<file path="src/rtl/cmd_clk_phase_delay_line.sv">
// Glitch-free phase / fine-delay stage for the CDR command clock: an FSM sequences every tap or phase change.
// Optional switch counter enabled by defining CMD_CLK_SWITCH_CNT_EN (otherwise SwitchCnt is tied to zero).
module cmd_clk_phase_delay_line #(
  parameter int NTAPS      = 16,
  parameter int SEL_W      = 4,
  parameter int TIMEOUT    = 255,
  parameter int SETTLE_CYC = 4,
  parameter int TMR_W      = 8
) (
  input  logic             CdrDelClk,
  input  logic             ResetB,
  input  logic             CdrCmdClk,
  input  logic             SelClkPhase,
  input  logic [SEL_W-1:0] ClkFineDelay,
  input  logic             ClrErr,
  output logic             Clk160,
  output logic [SEL_W-1:0] ActiveTap,
  output logic             PhaseActive,
  output logic             Busy,
  output logic             SwitchErr,
  output logic [15:0]      SwitchCnt
);

  typedef enum logic [1:0] {
    IDLE     = 2'd0,
    WAIT_LOW = 2'd1,
    HOLD     = 2'd2,
    SETTLE   = 2'd3
  } state_t;

  localparam logic [TMR_W-1:0] HOLD_LOAD    = TMR_W'(NTAPS + 1);
  localparam logic [TMR_W-1:0] TIMEOUT_LOAD = TMR_W'(TIMEOUT);
  localparam logic [TMR_W-1:0] SETTLE_LOAD  = TMR_W'(SETTLE_CYC - 1);
  localparam logic [SEL_W-1:0] MAX_TAP      = SEL_W'(NTAPS - 1);

  state_t           state;
  state_t           state_nxt;
  logic [NTAPS-1:0] line;
  logic [NTAPS-1:1] line_q;
  logic [SEL_W-1:0] tgt;
  logic [SEL_W-1:0] tap_nxt;
  logic             phase_nxt;
  logic [TMR_W-1:0] timer;
  logic [TMR_W-1:0] timer_nxt;
  logic             err_set;
  logic             switch_done;

  // Tap 0 is the phased input itself; deeper taps are successive CdrDelClk samples of it.
  assign line = {line_q, CdrCmdClk ^ PhaseActive};
  assign tgt  = (int'(ClkFineDelay) > NTAPS - 1) ? MAX_TAP : ClkFineDelay;
  assign Busy = (state != IDLE);

  always_comb begin
    state_nxt   = state;
    tap_nxt     = ActiveTap;
    phase_nxt   = PhaseActive;
    timer_nxt   = timer;
    err_set     = 1'b0;
    switch_done = 1'b0;
    case (state)
      IDLE: begin
        if (SelClkPhase != PhaseActive) begin
          state_nxt = HOLD;
          phase_nxt = SelClkPhase;
          tap_nxt   = tgt;
          timer_nxt = HOLD_LOAD;
        end else if (tgt != ActiveTap) begin
          state_nxt = WAIT_LOW;
          timer_nxt = TIMEOUT_LOAD;
        end
      end
      WAIT_LOW: begin
        if (SelClkPhase != PhaseActive) begin
          state_nxt = HOLD;
          phase_nxt = SelClkPhase;
          tap_nxt   = tgt;
          timer_nxt = HOLD_LOAD;
        end else if (tgt == ActiveTap) begin
          state_nxt = IDLE;
        end else if (!line[ActiveTap] && !line[tgt]) begin
          // Both taps low: swapping here cannot create a runt or a double edge.
          tap_nxt   = tgt;
          state_nxt = SETTLE;
          timer_nxt = SETTLE_LOAD;
        end else if (timer == '0) begin
          tap_nxt   = tgt;
          err_set   = 1'b1;
          state_nxt = SETTLE;
          timer_nxt = SETTLE_LOAD;
        end else begin
          timer_nxt = timer - 1'b1;
        end
      end
      HOLD: begin
        tap_nxt = tgt;
        if (timer != '0) begin
          timer_nxt = timer - 1'b1;
        end else if (!line[ActiveTap]) begin
          state_nxt = SETTLE;
          timer_nxt = SETTLE_LOAD;
        end
      end
      SETTLE: begin
        if (timer == '0) begin
          state_nxt   = IDLE;
          switch_done = 1'b1;
        end else begin
          timer_nxt = timer - 1'b1;
        end
      end
      default: state_nxt = IDLE;
    endcase
  end

  // Output is forced low during HOLD so the line can refill with the new phase unseen.
  always_ff @(posedge CdrDelClk) begin
    if (!ResetB) begin
      state       <= IDLE;
      line_q      <= '0;
      Clk160      <= 1'b0;
      ActiveTap   <= '0;
      PhaseActive <= 1'b0;
      timer       <= '0;
      SwitchErr   <= 1'b0;
    end else begin
      state       <= state_nxt;
      line_q      <= line[NTAPS-2:0];
      Clk160      <= (state == HOLD) ? 1'b0 : line[ActiveTap];
      ActiveTap   <= tap_nxt;
      PhaseActive <= phase_nxt;
      timer       <= timer_nxt;
      if (err_set) begin
        SwitchErr <= 1'b1;
      end else if (ClrErr) begin
        SwitchErr <= 1'b0;
      end
    end
  end

`ifdef CMD_CLK_SWITCH_CNT_EN
  logic [15:0] switch_cnt;

  always_ff @(posedge CdrDelClk) begin
    if (!ResetB) begin
      switch_cnt <= '0;
    end else if (switch_done && (switch_cnt != 16'hFFFF)) begin
      switch_cnt <= switch_cnt + 16'd1;
    end
  end

  assign SwitchCnt = switch_cnt;
`else
  logic switch_done_unused;

  assign switch_done_unused = switch_done;
  assign SwitchCnt          = 16'h0;
`endif

endmodule

</file>
<file path="config.mk">
export PLATFORM = sky130hd
export DESIGN_NAME = cmd_clk_phase_delay_line
export DESIGN_NICKNAME = d
export VERILOG_FILES = /design/src/rtl/cmd_clk_phase_delay_line.sv
export SDC_FILE = /design/constraint.sdc
export NUM_CORES = 1
export LEC_CHECK = 0
export ABC_CLOCK_PERIOD_IN_PS = 5680
export BUFFER_PORTS_ARGS = -buffer_cell sky130_fd_sc_hd__buf_2
export CAP_MARGIN = 5
export CORE_UTILIZATION = 60
export DETAILED_ROUTE_END_ITERATION = 10
export GPL_TIMING_DRIVEN = 1
export HOLD_SLACK_MARGIN = 0.08
export PLACE_DENSITY = 0.84
export RECOVER_POWER = 100
export SKIP_LAST_GASP = 1
export SLEW_MARGIN = 25
export SYNTH_ARGS = -nofsm -noshare
export SYNTH_HDL_FRONTEND = slang
export SYNTH_SLANG_ARGS = --single-unit
</file>
<file path="constraint.sdc">
create_clock -name CdrDelClk -period 5.68 [get_ports CdrDelClk]
set_clock_uncertainty 0.15 [all_clocks]
set_input_delay 0.284 -clock CdrDelClk [delete_from_list [all_inputs] [get_ports CdrDelClk]]
set_output_delay 0.284 -clock CdrDelClk [all_outputs]
set_load 0.01 [all_outputs]
</file>
==> impl_metrics.prom <==
# TYPE chip_impl_metric gauge
chip_impl_metric{name="antenna_found_initial",unit=""} 0
chip_impl_metric{name="route.antenna.remaining_nets",unit=""} 0
chip_impl_metric{name="count_of_buffers_inserted_at_the_top_level_ports",unit=""} 16
chip_impl_metric{name="core",unit="µm²"} 3080
chip_impl_metric{name="synth-seq-cells",unit=""} 32
chip_impl_metric{name="ioPinCount",unit=""} 33
chip_impl_metric{name="antennaDiodeCount",unit=""} 0
chip_impl_metric{name="dp_cell_count",unit=""} 272
chip_impl_metric{name="setup_viol",unit=""} 0
chip_impl_info{name="tritoncts",value="done"} 1
chip_impl_metric{name="totalPowerFinal",unit="mW"} 0.670
chip_impl_metric{name="cts.htree.levels",unit=""} 2
chip_impl_metric{name="global_route.usage.met2",unit="%"} 38.6
chip_impl_metric{name="report.final.hold_viol_count",unit=""} 0
chip_impl_metric{name="grt_max_degree",unit=""} 30
chip_impl_metric{name="routed_via_density",unit=""} 5.83
chip_impl_metric{name="worst_ep_required_time",unit="ns"} 5.80
chip_impl_info{name="setup.worst_path.start_class",value="flop"} 1
chip_impl_info{name="r2r-end",value="ActiveTap[2]"} 1
chip_impl_metric{name="final_period_demand_of_the_worst_path",unit="ns"} 2.92
chip_impl_metric{name="number_of_distinct_standard_cells_referenced_by_the_synthesized_netlist",unit=""} 59
chip_impl_metric{name="grt_pass1_vias",unit=""} 1381
chip_impl_metric{name="post-dp-hpwl",unit="µm"} 2950
chip_impl_metric{name="proportion_of_synthesized_chip_area_in_sequential_cells",unit="%"} 32.7
chip_impl_metric{name="postRouteWirelength",unit="µm"} 4120
chip_impl_metric{name="final_stage_net_count",unit=""} 249
chip_impl_metric{name="clock_path_buffers",unit=""} 2
chip_impl_metric{name="worst_ep_arrival_time",unit="ns"} 3.04
chip_impl_metric{name="mappedNetlistArea",unit="µm²"} 1960
chip_impl_metric{name="gr-usage-met1",unit="%"} 34.5
chip_impl_metric{name="detail_route.drc_violations",unit=""} 0
chip_impl_metric{name="cts_buffers",unit=""} 5
chip_impl_info{name="synth_top_area_cell",value="dfxtp_1"} 1
chip_impl_info{name="post_synth_most_frequent_cells",value="dfxtp_1, nand2_1, and2_1, buf_4, mux2i_1"} 1
chip_impl_metric{name="worst_slew_margin_rel",unit="%"} 27.5
chip_impl_metric{name="clock_latency",unit="ns"} 0.34
chip_impl_metric{name="maxSlewViolCount",unit=""} 0
chip_impl_metric{name="num_vias",unit=""} 1649
chip_impl_info{name="cts_root_buf",value="clkbuf_4"} 1
chip_impl_metric{name="synthesized_area_per_cell",unit="µm²"} 8.79
chip_impl_metric{name="synth_edf_count",unit=""} 0
chip_impl_info{name="worst_setup_path_startpoint",value="ActiveTap[1]"} 1
chip_impl_metric{name="leakagePower",unit="nW"} 0.813
chip_impl_metric{name="worst_ir_drop_vdd",unit="mV"} 0.178
chip_impl_metric{name="yosysTopAreaCellShare",unit="%"} 32.7
chip_impl_metric{name="fillerInstances",unit=""} 259
chip_impl_info{name="crit-reg2reg-launch",value="ActiveTap[1]"} 1
chip_impl_metric{name="clock-sinks",unit=""} 32
chip_impl_info{name="run_status",value="finished, final reports clean"} 1
chip_impl_metric{name="setup_tns",unit="ns"} 0
chip_impl_metric{name="timing_worst_slew_pin_value",unit="ns"} 1.09
chip_impl_metric{name="gr-usage-met3",unit="%"} 7.42
chip_impl_metric{name="register_area",unit="µm²"} 641
chip_impl_metric{name="post_synth_inst_count",unit=""} 223
chip_impl_info{name="timing.hold.worst_endpoint",value="ActiveTap[0]"} 1
chip_impl_metric{name="worst-r2r-setup-slack",unit="ns"} 2.76
chip_impl_metric{name="final-instance-count-excl-fill",unit=""} 283
chip_impl_metric{name="layout_cell_share_with_drive_strength_beyond_1",unit="%"} 11.7
chip_impl_metric{name="power.density",unit="nW/µm²"} 327
chip_impl_metric{name="worst_hold_path.num_cells",unit=""} 3
chip_impl_metric{name="core.rowCount",unit=""} 20
chip_impl_metric{name="async_reset_ff_share",unit="%"} 0
chip_impl_info{name="path_class",value="flop to flop"} 1
chip_impl_metric{name="grt_pass1_wl",unit="µm"} 6600
chip_impl_metric{name="detailedRoute.firstIterationViolations",unit=""} 102
chip_impl_metric{name="multiInputGateArea",unit="µm²"} 1160
chip_impl_metric{name="grt_usage",unit="%"} 25.9
chip_impl_metric{name="area_growth_syn_to_layout",unit="%"} 4.53
chip_impl_info{name="ys.flop_type",value="dfxtp_1"} 1
chip_impl_metric{name="effective_utilization_at_floorplan",unit="%"} 63.7
chip_impl_metric{name="maximum_fanout_along_the_worst_path",unit=""} 12
chip_impl_metric{name="dieArea",unit="µm²"} 3500
chip_impl_info{name="synthMostInstantiatedCell",value="dfxtp_1"} 1
chip_impl_metric{name="layout_worst_path_cycle_share",unit="%"} 51.4
chip_impl_metric{name="fmax",unit="MHz"} 342
chip_impl_info{name="crit_path_end_kind",value="flop"} 1
chip_impl_metric{name="finalWeightedCongestion",unit=""} 0.972
chip_impl_metric{name="die_width",unit="µm"} 59.1
chip_impl_info{name="hold_path_startpoint",value="ClkFineDelay[0]"} 1
chip_impl_info{name="grt_busiest_layer",value="met2"} 1
chip_impl_info{name="min-delay-path-class",value="input pin to flop"} 1
chip_impl_metric{name="die_height",unit="µm"} 59.1
chip_impl_metric{name="routedWlPerCell",unit="µm"} 14.6
chip_impl_metric{name="grt_remaining_overflow",unit=""} 0
chip_impl_info{name="grt_setup_unrepaired",value="no"} 1
chip_impl_metric{name="r2r_cells",unit=""} 7
chip_impl_info{name="leading_cell_types_by_total_area_after_synthesis",value="dfxtp_1, mux2i_1, buf_4, and2_1, nand2_1"} 1
chip_impl_metric{name="synthesis.yosys.warnings",unit=""} 0
chip_impl_metric{name="cts_clk_pin_slew_worst_paths",unit="ns"} 0.10
chip_impl_metric{name="first_pass_iters",unit=""} 5
chip_impl_metric{name="drv_cap",unit=""} 0
[kinds of logic after synthesis]
| group | synth area share [%] |
|---|---|
| compound gates | 20.2 |
| flops | 32.7 |
| mux | 11.7 |
| buf+inv | 9.71 |
| other cells | 0.191 |
| fa+ha+maj | 1.28 |
| simple gates | 21.1 |
| xor+xnor | 3.13 |
[worst max path at each step]
stage	endpoint	slack, ns	cells past startpoint
after floorplan	timer[5]	3.48	8
after global placement	timer[5]	3.32	7
after detailed placement	timer[5]	3.27	7
after CTS	timer[5]	3.24	7
after global routing	ActiveTap[2]	2.54	7
final	ActiveTap[2]	2.76	7
[timing repair]
action / in CTS / in global routing
hold buffers: 3 / 0
setup buffers: 0 / 0
resized for setup: 0 / 0
hold endpoints to repair: 3 / 0
[layout make-up]
type / instances / share of cell area, %
well taps: 44 / 2.69
repair buffers: 19 / 4.83
clock inverters: 2 / 1.71
multi-input cells: 175 / 56.6
inverters: 5 / 0.916
clock buffers: 6 / 2.02
flip-flops and latches: 32 / 31.3
[state kept, by name (all words and copies together) (netlist names)]
register,count
Clk160,1
state,2
ActiveTap,4
SwitchErr,1
line_q,15
PhaseActive,1
timer,8
[routing by layer]
layer / part of all wire (%) / up-vias
li1: - / 789
met1: 44 / 751
met2: 44 / 93
met3: 9.1 / 16
met4: 2.3 / 0
met5: 0 / -
[critical path: stages (launching register included)]
cell      delay, ns
dfxtp_1        0.50
or3b_1         0.43
o31a_1         0.11
a211o_1        0.33
nand2_1        0.23
a21boi_0       0.22
o21ai_0        0.62
mux2i_1        0.26
[cells in the final DEF, fill, tap and decap left out, drive strengths merged, types with 3 or more instances in the layout]
cell type	netlist	final
a21oi	12	12
a31oi	3	3
and2	18	18
buf	20	7
clkbuf	6	15
conb	1	16
dfxtp	32	32
dlygate4sd3	0	3
inv	4	4
mux2i	15	15
mux4	3	3
nand2	25	25
nand2b	4	4
nand3	3	3
nor2	15	15
nor3	3	3
o211ai	3	3
o21ai	11	11
xnor2	5	5
[power breakdown]
group	switching, mW	leakage [nW]	internal, mW	total (mW)
clock	0.0798	0.0422	0.0922	0.172
combinational	0.127	0.509	0.0883	0.216
sequential	0.0345	0.262	0.248	0.283
total	0.242	0.813	0.428	0.670
[metrics by stage]
stage	util (%)	instance area, µm²	worst slack [ns]	hold WS (ns)
2_1_floorplan	-	2020	3.48	0.276
3_3_place_gp	64.3	1980	3.32	0.308
3_5_place_dp	64.3	1980	3.27	0.313
4_1_cts	67.8	2090	3.24	0.119
5_1_grt	66.5	2050	2.54	0.149
6_report	66.5	2050	2.76	0.131
No activity file was read; power rests on OpenSTA's default activity.
